`config.mk`:
```
export PLATFORM = sky130hd
export DESIGN_NAME = csr_unit
export DESIGN_NICKNAME = d
export VERILOG_FILES = /design/src/rtl/csr_unit.sv
export SDC_FILE = /design/constraint.sdc
export NUM_CORES = 1
export LEC_CHECK = 0
export BUFFER_PORTS_ARGS = -buffer_cell sky130_fd_sc_hd__buf_4
export CAP_MARGIN = 20
export CORE_MARGIN = 4
export CORE_UTILIZATION = 30
export DETAILED_ROUTE_END_ITERATION = 12
export PLACE_DENSITY = 0.57
export SKIP_CTS_REPAIR_TIMING = 1
export SYNTH_ARGS = -nofsm -noshare
export SYNTH_HDL_FRONTEND = slang
export SYNTH_SLANG_ARGS = --single-unit
```
`constraint.sdc`:
```
create_clock -name clk -period 6 [get_ports clk]
set_input_delay 0.6 -clock clk [delete_from_list [all_inputs] [get_ports clk]]
set_output_delay 0.6 -clock clk [all_outputs]
set_load 0.1 [all_outputs]
```
`src/rtl/csr_unit.sv`:
```
// csr_unit: machine-mode CSR file plus interrupt/trap controller for the
// memory stage of the RV32I pipeline. Holds mstatus (MIE/MPIE), mie
// (MTIE/MEIE), mip (MTIP/MEIP), mtvec, mepc and mcause, takes enabled
// timer/external interrupts on valid instructions, handles MRET, and
// drives the PC redirect consumed by fetch and flush logic.
module csr_unit #(
  parameter int unsigned XLEN = 32
) (
  input  logic            clk,
  input  logic            rst,
  input  logic            valid,
  input  logic [XLEN-1:0] pc,
  input  logic [11:0]     addr,
  input  logic [XLEN-1:0] wdata,
  input  logic            csr_reg_wr,
  input  logic            csr_reg_rd,
  input  logic            is_mret,
  input  logic            timer_intr,
  input  logic            ext_intr,
  output logic [XLEN-1:0] rdata,
  output logic            epc_taken,
  output logic [XLEN-1:0] epc
);

  localparam logic [11:0] ADDR_MSTATUS = 12'h300;
  localparam logic [11:0] ADDR_MIE     = 12'h304;
  localparam logic [11:0] ADDR_MTVEC   = 12'h305;
  localparam logic [11:0] ADDR_MEPC    = 12'h341;
  localparam logic [11:0] ADDR_MCAUSE  = 12'h342;
  localparam logic [11:0] ADDR_MIP     = 12'h344;

  localparam int unsigned CAUSE_W = 5;
  localparam logic [CAUSE_W-1:0] CAUSE_EXT   = 5'd11;
  localparam logic [CAUSE_W-1:0] CAUSE_TIMER = 5'd7;

  // Architectural state
  logic            mst_mie_q,  mst_mie_d;
  logic            mst_mpie_q, mst_mpie_d;
  logic            mie_mtie_q, mie_mtie_d;
  logic            mie_meie_q, mie_meie_d;
  logic            mip_mtip_q, mip_mtip_d;
  logic            mip_meip_q, mip_meip_d;
  logic [XLEN-1:0] mtvec_q,    mtvec_d;
  logic [XLEN-1:0] mepc_q,     mepc_d;
  logic [XLEN-1:0] mcause_q,   mcause_d;

  // Trap control
  logic               pend_e;
  logic               pend_t;
  logic               irq_take;
  logic               mret_take;
  logic               csr_we;
  logic [CAUSE_W-1:0] cause;
  logic [XLEN-1:0]    tvec_base;
  logic               tvec_vectored;
  logic [XLEN-1:0]    csr_val;

  // Interrupt detection, MRET qualification and write gating
  always_comb begin
    pend_e        = mie_meie_q & mip_meip_q;
    pend_t        = mie_mtie_q & mip_mtip_q;
    irq_take      = valid & mst_mie_q & (pend_e | pend_t) & ~is_mret;
    mret_take     = is_mret & valid;
    csr_we        = csr_reg_wr & valid & ~irq_take & ~is_mret;
    cause         = pend_e ? CAUSE_EXT : CAUSE_TIMER;
    tvec_base     = {mtvec_q[XLEN-1:2], 2'b00};
    tvec_vectored = (mtvec_q[1:0] == 2'b01);
  end

  // Redirect target: MRET returns to mepc, interrupts go to the trap vector
  always_comb begin
    epc_taken = irq_take | mret_take;
    epc       = '0;
    if (mret_take) begin
      epc = mepc_q;
    end else if (irq_take) begin
      epc = tvec_vectored ? (tvec_base + XLEN'({cause, 2'b00})) : tvec_base;
    end
  end

  // CSR read mux; unmapped addresses read zero
  always_comb begin
    csr_val = '0;
    case (addr)
      ADDR_MSTATUS: csr_val = XLEN'({mst_mpie_q, 3'b000, mst_mie_q, 3'b000});
      ADDR_MIE:     csr_val = XLEN'({mie_meie_q, 3'b000, mie_mtie_q, 7'b0000000});
      ADDR_MTVEC:   csr_val = mtvec_q;
      ADDR_MEPC:    csr_val = mepc_q;
      ADDR_MCAUSE:  csr_val = mcause_q;
      ADDR_MIP:     csr_val = XLEN'({mip_meip_q, 3'b000, mip_mtip_q, 7'b0000000});
      default:      csr_val = '0;
    endcase
    rdata = csr_reg_rd ? csr_val : '0;
  end

  // Next-state: software writes, interrupt entry and MRET are mutually exclusive
  always_comb begin
    mst_mie_d  = mst_mie_q;
    mst_mpie_d = mst_mpie_q;
    mie_mtie_d = mie_mtie_q;
    mie_meie_d = mie_meie_q;
    mip_mtip_d = timer_intr;
    mip_meip_d = ext_intr;
    mtvec_d    = mtvec_q;
    mepc_d     = mepc_q;
    mcause_d   = mcause_q;

    if (irq_take) begin
      mepc_d     = pc;
      mcause_d   = {1'b1, (XLEN-1)'(cause)};
      mst_mpie_d = mst_mie_q;
      mst_mie_d  = 1'b0;
    end else if (mret_take) begin
      mst_mie_d  = mst_mpie_q;
      mst_mpie_d = 1'b1;
    end else if (csr_we) begin
      case (addr)
        ADDR_MSTATUS: begin
          mst_mie_d  = wdata[3];
          mst_mpie_d = wdata[7];
        end
        ADDR_MIE: begin
          mie_mtie_d = wdata[7];
          mie_meie_d = wdata[11];
        end
        ADDR_MTVEC:  mtvec_d  = wdata;
        ADDR_MEPC:   mepc_d   = {wdata[XLEN-1:2], 2'b00};
        ADDR_MCAUSE: mcause_d = wdata;
        default: ;
      endcase
    end
  end

  // State registers
  always_ff @(posedge clk or posedge rst) begin
    if (rst) begin
      mst_mie_q  <= 1'b0;
      mst_mpie_q <= 1'b0;
      mie_mtie_q <= 1'b0;
      mie_meie_q <= 1'b0;
      mip_mtip_q <= 1'b0;
      mip_meip_q <= 1'b0;
      mtvec_q    <= '0;
      mepc_q     <= '0;
      mcause_q   <= '0;
    end else begin
      mst_mie_q  <= mst_mie_d;
      mst_mpie_q <= mst_mpie_d;
      mie_mtie_q <= mie_mtie_d;
      mie_meie_q <= mie_meie_d;
      mip_mtip_q <= mip_mtip_d;
      mip_meip_q <= mip_meip_d;
      mtvec_q    <= mtvec_d;
      mepc_q     <= mepc_d;
      mcause_q   <= mcause_d;
    end
  end

endmodule

```
==> run summary, run 1 <==
Outcome -> complete, no violations
Die area -> 22000 um2
Post-synth ARST share -> 100%
Syn Nets -> 693
CP Data Required Time -> 5.40 ns
Core area -> 19400 um2
RSZ-0062 raised after global routing -> false
Cell area power density -> 190 nW/um2
CTS H-Tree Depth -> 3
Clock Latency Late Sink -> 0.35 ns
Pin count of the biggest net entering global routing -> 58
Die width -> 148 um
Total global-route track usage -> 17.9%
Row cnt -> 51
First-pass GRT wire length -> 30600 um
Seq. cell area -> 2550 um2
Io pins -> 149
CTS tree -> built
HPWL after detailed placement -> 13600 um
Fmax -> 252 MHz
Core Util, Final -> 38.9%
Final period util -> 66.1%
Worst slew pin tran -> 1.03 ns
Area occupied by multi-input gates -> 3140 um2
Max-slew headroom -> 30.9%
Most Frequent Cell on Critical Path -> buf_4
# port buffers -> 148
Synth cell count leaders -> dfrtp_1 (102), nand2_1 (80), o21ai_0 (69)
Area delta synth->final -> 27.7%
Worst-path cell chain -> buf_4, or3_4, nor3_2, nor3b_2, buf_4, a222oi_1, nor2_1, buf_4
Final slew viol count -> 0
Initial antenna violation count -> 0
Flops & latches, synth -> 102
Layout cells sized above 1 -> 29.9%
Fin Clk Skew -> 0.00428 ns
Avg WL per Cell -> 19.6 um
Nets -> 821
CP max stage delay -> 0.90 ns
Num CTS Buffers -> 9
Pleak -> 3.24 nW
Fin. Hold Viols -> 0
Routed vias/inst -> 5.32
Synth warn -> 0
Max IR drop VDD -> 0.134 mV
Mapped Cells -> 606
Post-Syn Area -> 5910 um2
Startpoint types -> input port
Maximum capacitance violations -> 0
Clk slew on worst S/H paths -> 0.07 ns
Crit Path Max Fanout -> 17
Primary FF master, synth -> dfrtp_1
Worst Path Arrival -> 3.37 ns
Initial core utilization -> 30.5%
Number of synthesized flops with an enable pin -> 0
Netlist cell types -> 45
Register area share after synthesis -> 43.2%
DR iter-0 viols -> 377
Crit Path Category -> input port to primary output
Synth area leaders -> dfrtp_1 (43%), mux2_2 (6.5%), o21ai_0 (5.8%)
Final min period -> 3.97 ns
CP max-delay cell -> nor3b_2
Vias -> 5340
Die height -> 148 um
Share of the synthesized area in the top cell type -> 43.2%
Total grt overflow -> 0
CP top delay family -> simple AND/OR/NAND/NOR gates
Buffers plus inverters on the worst setup path -> 3
Synthesized area per cell -> 9.75 um2
Cell with the most instances after synthesis -> dfrtp_1
CP endpoint kind -> primary output
Sink Count -> 102
Endpoints failing setup -> 0
Sum Neg Setup Slack -> 0 ns
Root Buffer Master -> clkbuf_16
Yosys top cell by area -> dfrtp_1
Clk buf depth -> 2
FILL cells -> 2036
Gpl congestion -> 0.794
Post-Route WL -> 19700 um
DRT Pass-1 Iters -> 6
Vias in the first global route -> 5265
Worst Hold Class -> input port to async pin
Antenna-violating nets left -> 0
Detailed-route DRC error count -> 0
-- power breakdown --
group / switching (mW) / leakage, nW / internal [mW]
clock network: 0.259 / 0.135 / 0.333
registers: 0.00863 / 1.39 / 0.697
logic: 0.0827 / 1.71 / 0.0516
-- state kept, by name (all words and copies together), names as in the netlist --
register,flops
mie_mtie_q,1
mepc_q,32
mie_meie_q,1
mip_mtip_q,1
mtvec_q,32
mcause_q,32
mst_mie_q,1
mip_meip_q,1
mst_mpie_q,1
-- path summary, 6_finish.rpt --
path | startpoint | endpoint | slack [ns] | cells past startpoint
min | rst | mepc_q[1] | 0.31 | 2
max reg2reg | mie_meie_q | mst_mie_q | 3.86 | 6
min reg2reg | mcause_q[2] | mcause_q[2] | 0.50 | 1
min in group clk | timer_intr | mip_mtip_q | 0.35 | 1
max in group asynchronous | rst | mcause_q[15] | 4.48 | 3
max | addr[5] | rdata[9] | 2.03 | 8
-- routing by layer --
metal | GRT usage (%) | wire length [um] | share of wire, %
met4 | 3.93 | 187 | 0.95
met1 | 25.0 | 8890 | 45
met2 | 28.9 | 9330 | 47
met3 | 3.78 | 1240 | 6.3
met5 | 0 | 0 | 0
-- logic make-up after synthesis --
group	after synthesis	synth area share (%)
AO/OA/AOI/OAI	150	17.8
XOR/XNOR	30	4.45
adder cells (fa/ha/maj)	3	0.636
buffers and inverters	50	4.32
flip-flops	102	43.2
multiplexers	68	12.2
AND/OR/NAND/NOR	203	17.3
-- placed cells by master (no fill, tap or decap), drive strengths merged, types with 7 or more instances in the layout --
cell type	instances
nand2	80
a222oi	29
buf	160
clkbuf	12
nand3	17
a21oi	7
and3	13
mux2i	34
nand4	19
nor2	39
inv	7
mux2	34
a22o	31
dfrtp	102
xnor2	8
o21ai	70
xor2	22
-- area by class of cell --
| type | count | share of cell area (%) |
|---|---|---|
| tap | 265 | 4.39 |
| timing repair buffer | 160 | 15.9 |
| inverter | 7 | 0.381 |
| multi-input combinational | 454 | 41.6 |
| clock buffer | 12 | 3.27 |
| clock inverter | 3 | 0.597 |
| antenna | 1 | 0.0332 |
| sequential | 102 | 33.8 |
-- per-stage QoR --
step / power (mW) / std cells / setup WS [ns] / hold WS [ns] / cell area [um2]
6_report: 1.43 / 1004 / 2.03 / 0.305 / 7540
5_1_grt: 1.49 / 1003 / 1.94 / 0.336 / 7540
4_1_cts: 1.46 / 1003 / 2.07 / 0.336 / 7540
3_5_place_dp: 0.855 / 988 / 2.07 / 0.484 / 7250
3_3_place_gp: 0.855 / 988 / 2.17 / 0.477 / 7250
2_1_floorplan: 0.780 / 606 / 1.43 / 0.455 / 5910
No activity file was read; power rests on OpenSTA's default activity.
==> run 2: changes to the inputs <==
--- a/config.mk
+++ b/config.mk
@@ -5,12 +5,13 @@
 export SDC_FILE = /design/constraint.sdc
 export NUM_CORES = 1
 export LEC_CHECK = 0
+export ABC_AREA = 1
 export BUFFER_PORTS_ARGS = -buffer_cell sky130_fd_sc_hd__buf_4
 export CAP_MARGIN = 20
 export CORE_MARGIN = 4
 export CORE_UTILIZATION = 30
 export DETAILED_ROUTE_END_ITERATION = 12
-export PLACE_DENSITY = 0.57
+export PLACE_DENSITY = 0.58
 export SKIP_CTS_REPAIR_TIMING = 1
 export SYNTH_ARGS = -nofsm -noshare
 export SYNTH_HDL_FRONTEND = slang
==> constraint.sdc (replaced) <==
create_clock -name clk -period 3.2 [get_ports clk]
set_input_delay 0.32 -clock clk [delete_from_list [all_inputs] [get_ports clk]]
set_output_delay 0.32 -clock clk [all_outputs]
set_load 0.1 [all_outputs]
==> run 2 against run 1 <==
Register-to-register slack got worse by 2.9 ns; clock skew increased by 0.0050 ns; sequential share of layout area decreased by 2.2 points; synthesized cell count increased by 51%; routed wire length increased by 12%; total power increased by 83%; global-route usage increased by 0.54 points; first-iteration DRC count increased by 30%; count of clock-buffer cells in the layout decreased by 2; utilization increased by 0.55 points.
==> run summary, run 2 <==
Outcome -> complete, no violations
Root Buffer Master -> clkbuf_16
Die width -> 153 um
Clk slew on worst S/H paths -> 0.07 ns
Mapped Cells -> 917
Final slew viol count -> 0
Share of power burned in combinational logic -> 8.0%
Post-Route WL -> 22000 um
Reg2Reg Setup Slack -> 0.94 ns
Maximum capacitance violations -> 0
Num CTS Buffers -> 9
Startpoint types -> register
DR iter-0 viols -> 489
Sink Count -> 102
Routed vias/inst -> 4.88
Worst Path Arrival -> 2.73 ns
Antenna diode count -> 0
Gpl congestion -> 0.820
Fin Clk Skew -> 0.00927 ns
Reg power frac -> 49.6%
First-pass GRT wire length -> 34600 um
Number of synthesized flops with an enable pin -> 0
Area delta synth->final -> 27.8%
FF-to-FF Start -> mie_meie_q
Yosys top cell by area -> dfrtp_1
Layout cells sized above 1 -> 20.5%
Switching power -> 0.638 mW
Detailed-route DRC error count -> 0
Crit Path Category -> register to primary output
Post-Syn Area -> 6300 um2
Internal power -> 1.99 mW
Clock share of power -> 42.4%
R2R depth -> 8
RSZ-0062 raised after global routing -> false
Primary FF master, synth -> dfrtp_1
Core Util, Final -> 39.4%
Final min period -> 3.05 ns
Post-route total power -> 2.63 mW
Die height -> 153 um
Core area -> 20400 um2
Total grt overflow -> 0
Area occupied by multi-input gates -> 3200 um2
Avg WL per Cell -> 16.6 um
Total global-route track usage -> 18.5%
Post-synth ARST share -> 100%
Final period util -> 95.2%
Vias -> 6463
Sw Ratio -> 24.3%
Share of the synthesized area in the top cell type -> 40.5%
Pin count of the biggest net entering global routing -> 60
Place WS -> 0.327 ns
Reg-to-Reg End -> mepc_q[10]
FILL cells -> 2228
Initial antenna violation count -> 0
Cell with the most instances after synthesis -> nand2_1
Netlist cell types -> 36
Die area -> 23400 um2
Max-slew headroom -> 49.7%
Register area share after synthesis -> 40.5%
Syn Nets -> 1004
CP Data Required Time -> 2.88 ns
Initial core utilization -> 30.9%
Synth warn -> 0
Max IR drop VDD -> 0.199 mV
Nets -> 1136
CTS H-Tree Depth -> 3
Io pins -> 149
Seq. cell area -> 2550 um2
CP endpoint kind -> primary output
Clock Latency Late Sink -> 0.36 ns
Antenna-violating nets left -> 0
Synth area leaders -> dfrtp_1 (40%), nand2_1 (15%), nor2_1 (8.2%)
Vias in the first global route -> 6330
Fmax -> 328 MHz
Most frequent cells in the layout -> nand2_1 (249), buf_4 (156), nor2_1 (135), dfrtp_1 (102), inv_1 (96)
# port buffers -> 148
Worst Hold Class -> input port to async pin
Synth cell count leaders -> nand2_1 (250), nor2_1 (137), dfrtp_1 (102)
Most common cell after layout, fill and taps aside -> nand2_1
Worst slew pin tran -> 0.755 ns
Flops & latches, synth -> 102
Pleak -> 4.04 nW
DRT Pass-1 Iters -> 7
Fin. Hold Viols -> 0
Biggest regs -> mcause_q (32), mepc_q (32), mtvec_q (32)
Worst setup margin -> 0.154 ns
Endpoints failing setup -> 0
Row cnt -> 52
CTS tree -> built
Clk buf depth -> 2
Crit Path Max Fanout -> 5
Cell area power density -> 326 nW/um2
HPWL after detailed placement -> 15800 um
Synthesized area per cell -> 6.87 um2
-- run 2: cell count changes after synthesis, sizes merged, moves of 19 or more --
cell / previous run / this run
a21oi: 7 / 79
a222oi: 29 / 0
a22o: 31 / 0
inv: 7 / 99
mux2: 34 / 0
mux2i: 34 / 0
nand2: 80 / 254
nand3: 17 / 48
nor2: 39 / 141
o211ai: 1 / 32
xor2: 22 / 3
-- run 2: per-stage QoR --
stage               cells  instance area, um2  hold WS [ns]  setup TNS [ns]
floorplan             917                6340         0.351         -0.0367
global placement     1307                7710         0.431               0
detailed placement   1307                7710         0.434               0
CTS                  1323                8000        0.0588          -0.226
global route         1324                8060        0.0582               0
finish               1324                8060        0.0422               0
-- run 2: final cells by class --
cell class | instances | area share [%]
Timing Repair Buffer | 165 | 16.0
Clock inverter | 6 | 0.776
Multi-Input combinational cell | 671 | 39.8
Inverter | 100 | 4.74
Clock buffer | 10 | 2.84
Tap cell | 270 | 4.19
Sequential cell | 102 | 31.7
-- run 2: logic make-up after synthesis --
logic type,after synthesis,share of synthesized area [%]
buffers and inverters,145,9.81
AND/OR/NAND/NOR,462,30.1
adder cells (fa/ha/maj),3,0.596
XOR/XNOR,3,0.417
AO/OA/AOI/OAI,202,18.6
flip-flops,102,40.5
-- run 2: worst max path at each step --
stage          startpoint      end  slack, ns  cells past startpoint
6_report       mie_meie_q  epc[18]       0.15                     11
5_1_grt        mie_meie_q  epc[16]      0.007                     10
4_1_cts        mie_meie_q  epc[22]      -0.07                     12
3_5_place_dp   mie_meie_q  epc[22]       0.33                     12
3_3_place_gp   mie_meie_q  epc[22]       0.37                     12
2_1_floorplan  mie_meie_q  epc[31]      -0.04                     12
-- run 2: per-layer routing --
| metal | global-route usage, % | share of wire, % |
|---|---|---|
| met1 | 25.5 | 47 |
| met2 | 30.3 | 47 |
| met3 | 3.22 | 5.1 |
| met4 | 4.45 | 1.1 |
| met5 | 0 | 0 |
-- run 2: power by group through the flow --
stage | clock, mW | combinational, mW | sequential, mW
after detailed placement | 0 | 0.213 | 1.33
final | 1.11 | 0.210 | 1.30
after global placement | 0 | 0.213 | 1.33
after floorplan | 0 | 0.0899 | 1.33
after CTS | 1.14 | 0.213 | 1.30
after global routing | 1.19 | 0.233 | 1.30
-- run 2: worst max-delay path, cell delays in order, from the launching register on --
cell	delay, ns
dfrtp_1	0.40
nand2_2	0.14
inv_1	0.06
ha_1	0.34
nand2_1	0.08
o21ai_2	0.22
nand3_2	0.22
nor2_2	0.33
nand3_1	0.12
nand3_1	0.09
o21ai_0	0.14
buf_6	0.23
==> run 3: changes to the inputs <==
--- a/config.mk
+++ b/config.mk
@@ -8,6 +8,7 @@
 export ABC_AREA = 1
 export BUFFER_PORTS_ARGS = -buffer_cell sky130_fd_sc_hd__buf_4
 export CAP_MARGIN = 20
+export CORE_ASPECT_RATIO = 1.1
 export CORE_MARGIN = 4
 export CORE_UTILIZATION = 30
 export DETAILED_ROUTE_END_ITERATION = 12
==> run 3 against run 2 <==
Clock skew down 0.0048 ns; total power is 0.87% lower; sequential cell count unchanged; worst setup slack got worse by 0.014 ns.
==> run summary, run 3 (synthesized netlist as in run 2, its figures left out) <==
First-pass GRT wire length -> 35700 um
CP top delay family -> simple AND/OR/NAND/NOR gates
Initial antenna violation count -> 0
Final min period -> 3.06 ns
Finished layout cell area -> 8080 um2
Worst slew pin tran -> 0.905 ns
Cell area power density -> 323 nW/um2
Nets -> 1140
Avg WL per Cell -> 17.4 um
Fmax -> 327 MHz
Worst-path cell chain -> nand2_1, inv_1, ha_1, nand2_1, o21ai_2, nand3_1, nor2_4, buf_12, nand2_1, nand2_1, nand2_1, o21ai_2, buf_6
# port buffers -> 148
Initial core utilization -> 30.5%
Crit Path Category -> register to primary output
Antenna diode count -> 0
Biggest regs -> mcause_q (32), mepc_q (32), mtvec_q (32)
Clk slew on worst S/H paths -> 0.07 ns
CP max-delay cell -> dfrtp_1
Final slew viol count -> 0
Io pins -> 149
Max-slew headroom -> 39.7%
Vias in the first global route -> 6468
Outcome -> complete, no violations
Layout cells sized above 1 -> 20.4%
HPWL after detailed placement -> 16200 um
CP endpoint kind -> primary output
Clk buf depth -> 2
Die width -> 146 um
Max IR drop VDD -> 0.232 mV
Crit Path Max Fanout -> 10
Gpl congestion -> 0.829
Fin Clk Skew -> 0.00446 ns
Worst Hold Class -> input port to register
Antenna-violating nets left -> 0
RSZ-0062 raised after global routing -> true
Area delta synth->final -> 28.1%
Most common cell after layout, fill and taps aside -> nand2_1
Endpoints failing setup -> 0
DR iter-0 viols -> 477
Buffers plus inverters on the worst setup path -> 3
Routed vias/inst -> 4.99
Die area -> 23400 um2
Total global-route track usage -> 19.2%
Worst setup margin -> 0.140 ns
Pleak -> 4.08 nW
Total grt overflow -> 0
Die height -> 160 um
Detailed-route DRC error count -> 0
DRT Pass-1 Iters -> 5
Vias -> 6560
Most frequent cells in the layout -> nand2_1 (250), buf_4 (160), nor2_1 (136), dfrtp_1 (102), inv_1 (96)
Row cnt -> 55
Startpoint types -> register
Maximum capacitance violations -> 0
Fin. Hold Viols -> 0
Most Frequent Cell on Critical Path -> nand2_1
Place WS -> 0.301 ns
CTS tree -> built
Clock Latency Late Sink -> 0.35 ns
Num CTS Buffers -> 9
Core area -> 20600 um2
CP Data Required Time -> 2.88 ns
Pin count of the biggest net entering global routing -> 59
Sink Count -> 102
Root Buffer Master -> clkbuf_16
CTS H-Tree Depth -> 3
Worst Path Arrival -> 2.74 ns
Final period util -> 95.6%
Placement Cell Area -> 7720 um2
CP max stage delay -> 0.39 ns
Post-Route WL -> 22900 um
-- run 3: metal layers --
| metal | track usage [%] | up-vias | share of wire (%) |
|---|---|---|---|
| li1 | - | 3264 | - |
| met3 | 3.09 | 20 | 5.5 |
| met1 | 26.1 | 3069 | 45 |
| met4 | 5.82 | 0 | 1.6 |
| met5 | 0 | - | 0 |
| met2 | 31.4 | 207 | 47 |
-- run 3: worst register-to-register path: cells and delay by family (launching register included) --
kind / cells / cell delay (ns)
compound gates: 2 / 0.25
buf+inv: 2 / 1.11
flops: 1 / 0.39
simple gates: 4 / 0.58
-- run 3: stage by stage --
step | hold slack (ns) | power (mW) | TNS [ns] | utilization [%] | std cells
after floorplan | 0.351 | 1.42 | -0.0367 | - | 917
after global placement | 0.432 | 1.54 | 0 | 37.4 | 1297
after detailed placement | 0.435 | 1.54 | 0 | 37.4 | 1297
after CTS | 0.0670 | 2.64 | -0.333 | 38.8 | 1313
after global routing | 0.0683 | 2.71 | -0.0786 | 39.1 | 1314
final | 0.0760 | 2.61 | 0 | 39.1 | 1314
-- run 3: path summary, 6_finish.rpt --
check | start | endpoint | slack [ns] | cells past startpoint
max | mie_meie_q | epc[22] | 0.14 | 13
min | timer_intr | mip_mtip_q | 0.08 | 1
max reg2reg | mie_meie_q | mepc_q[11] | 0.79 | 8
min reg2reg | mepc_q[19] | mepc_q[19] | 0.50 | 2
max in group asynchronous | rst | mcause_q[31] | 2.25 | 3
min in group asynchronous | rst | mcause_q[1] | 0.11 | 2
-- run 3: area by class of cell --
class / instances / area, um2
clock inverters: 5 / 50.0
flip-flops and latches: 102 / 2550
repair buffers: 170 / 1340
multi-input cells: 670 / 3200
clock buffers: 11 / 233
inverters: 100 / 382
well taps: 256 / 320
fillers: 2257 / 12600
-- run 3: report_power, final --
group / internal (mW) / total, mW / switching (mW)
Combinational: 0.0882 / 0.214 / 0.126
Clock: 0.602 / 1.09 / 0.486
Sequential: 1.30 / 1.30 / 0.00531
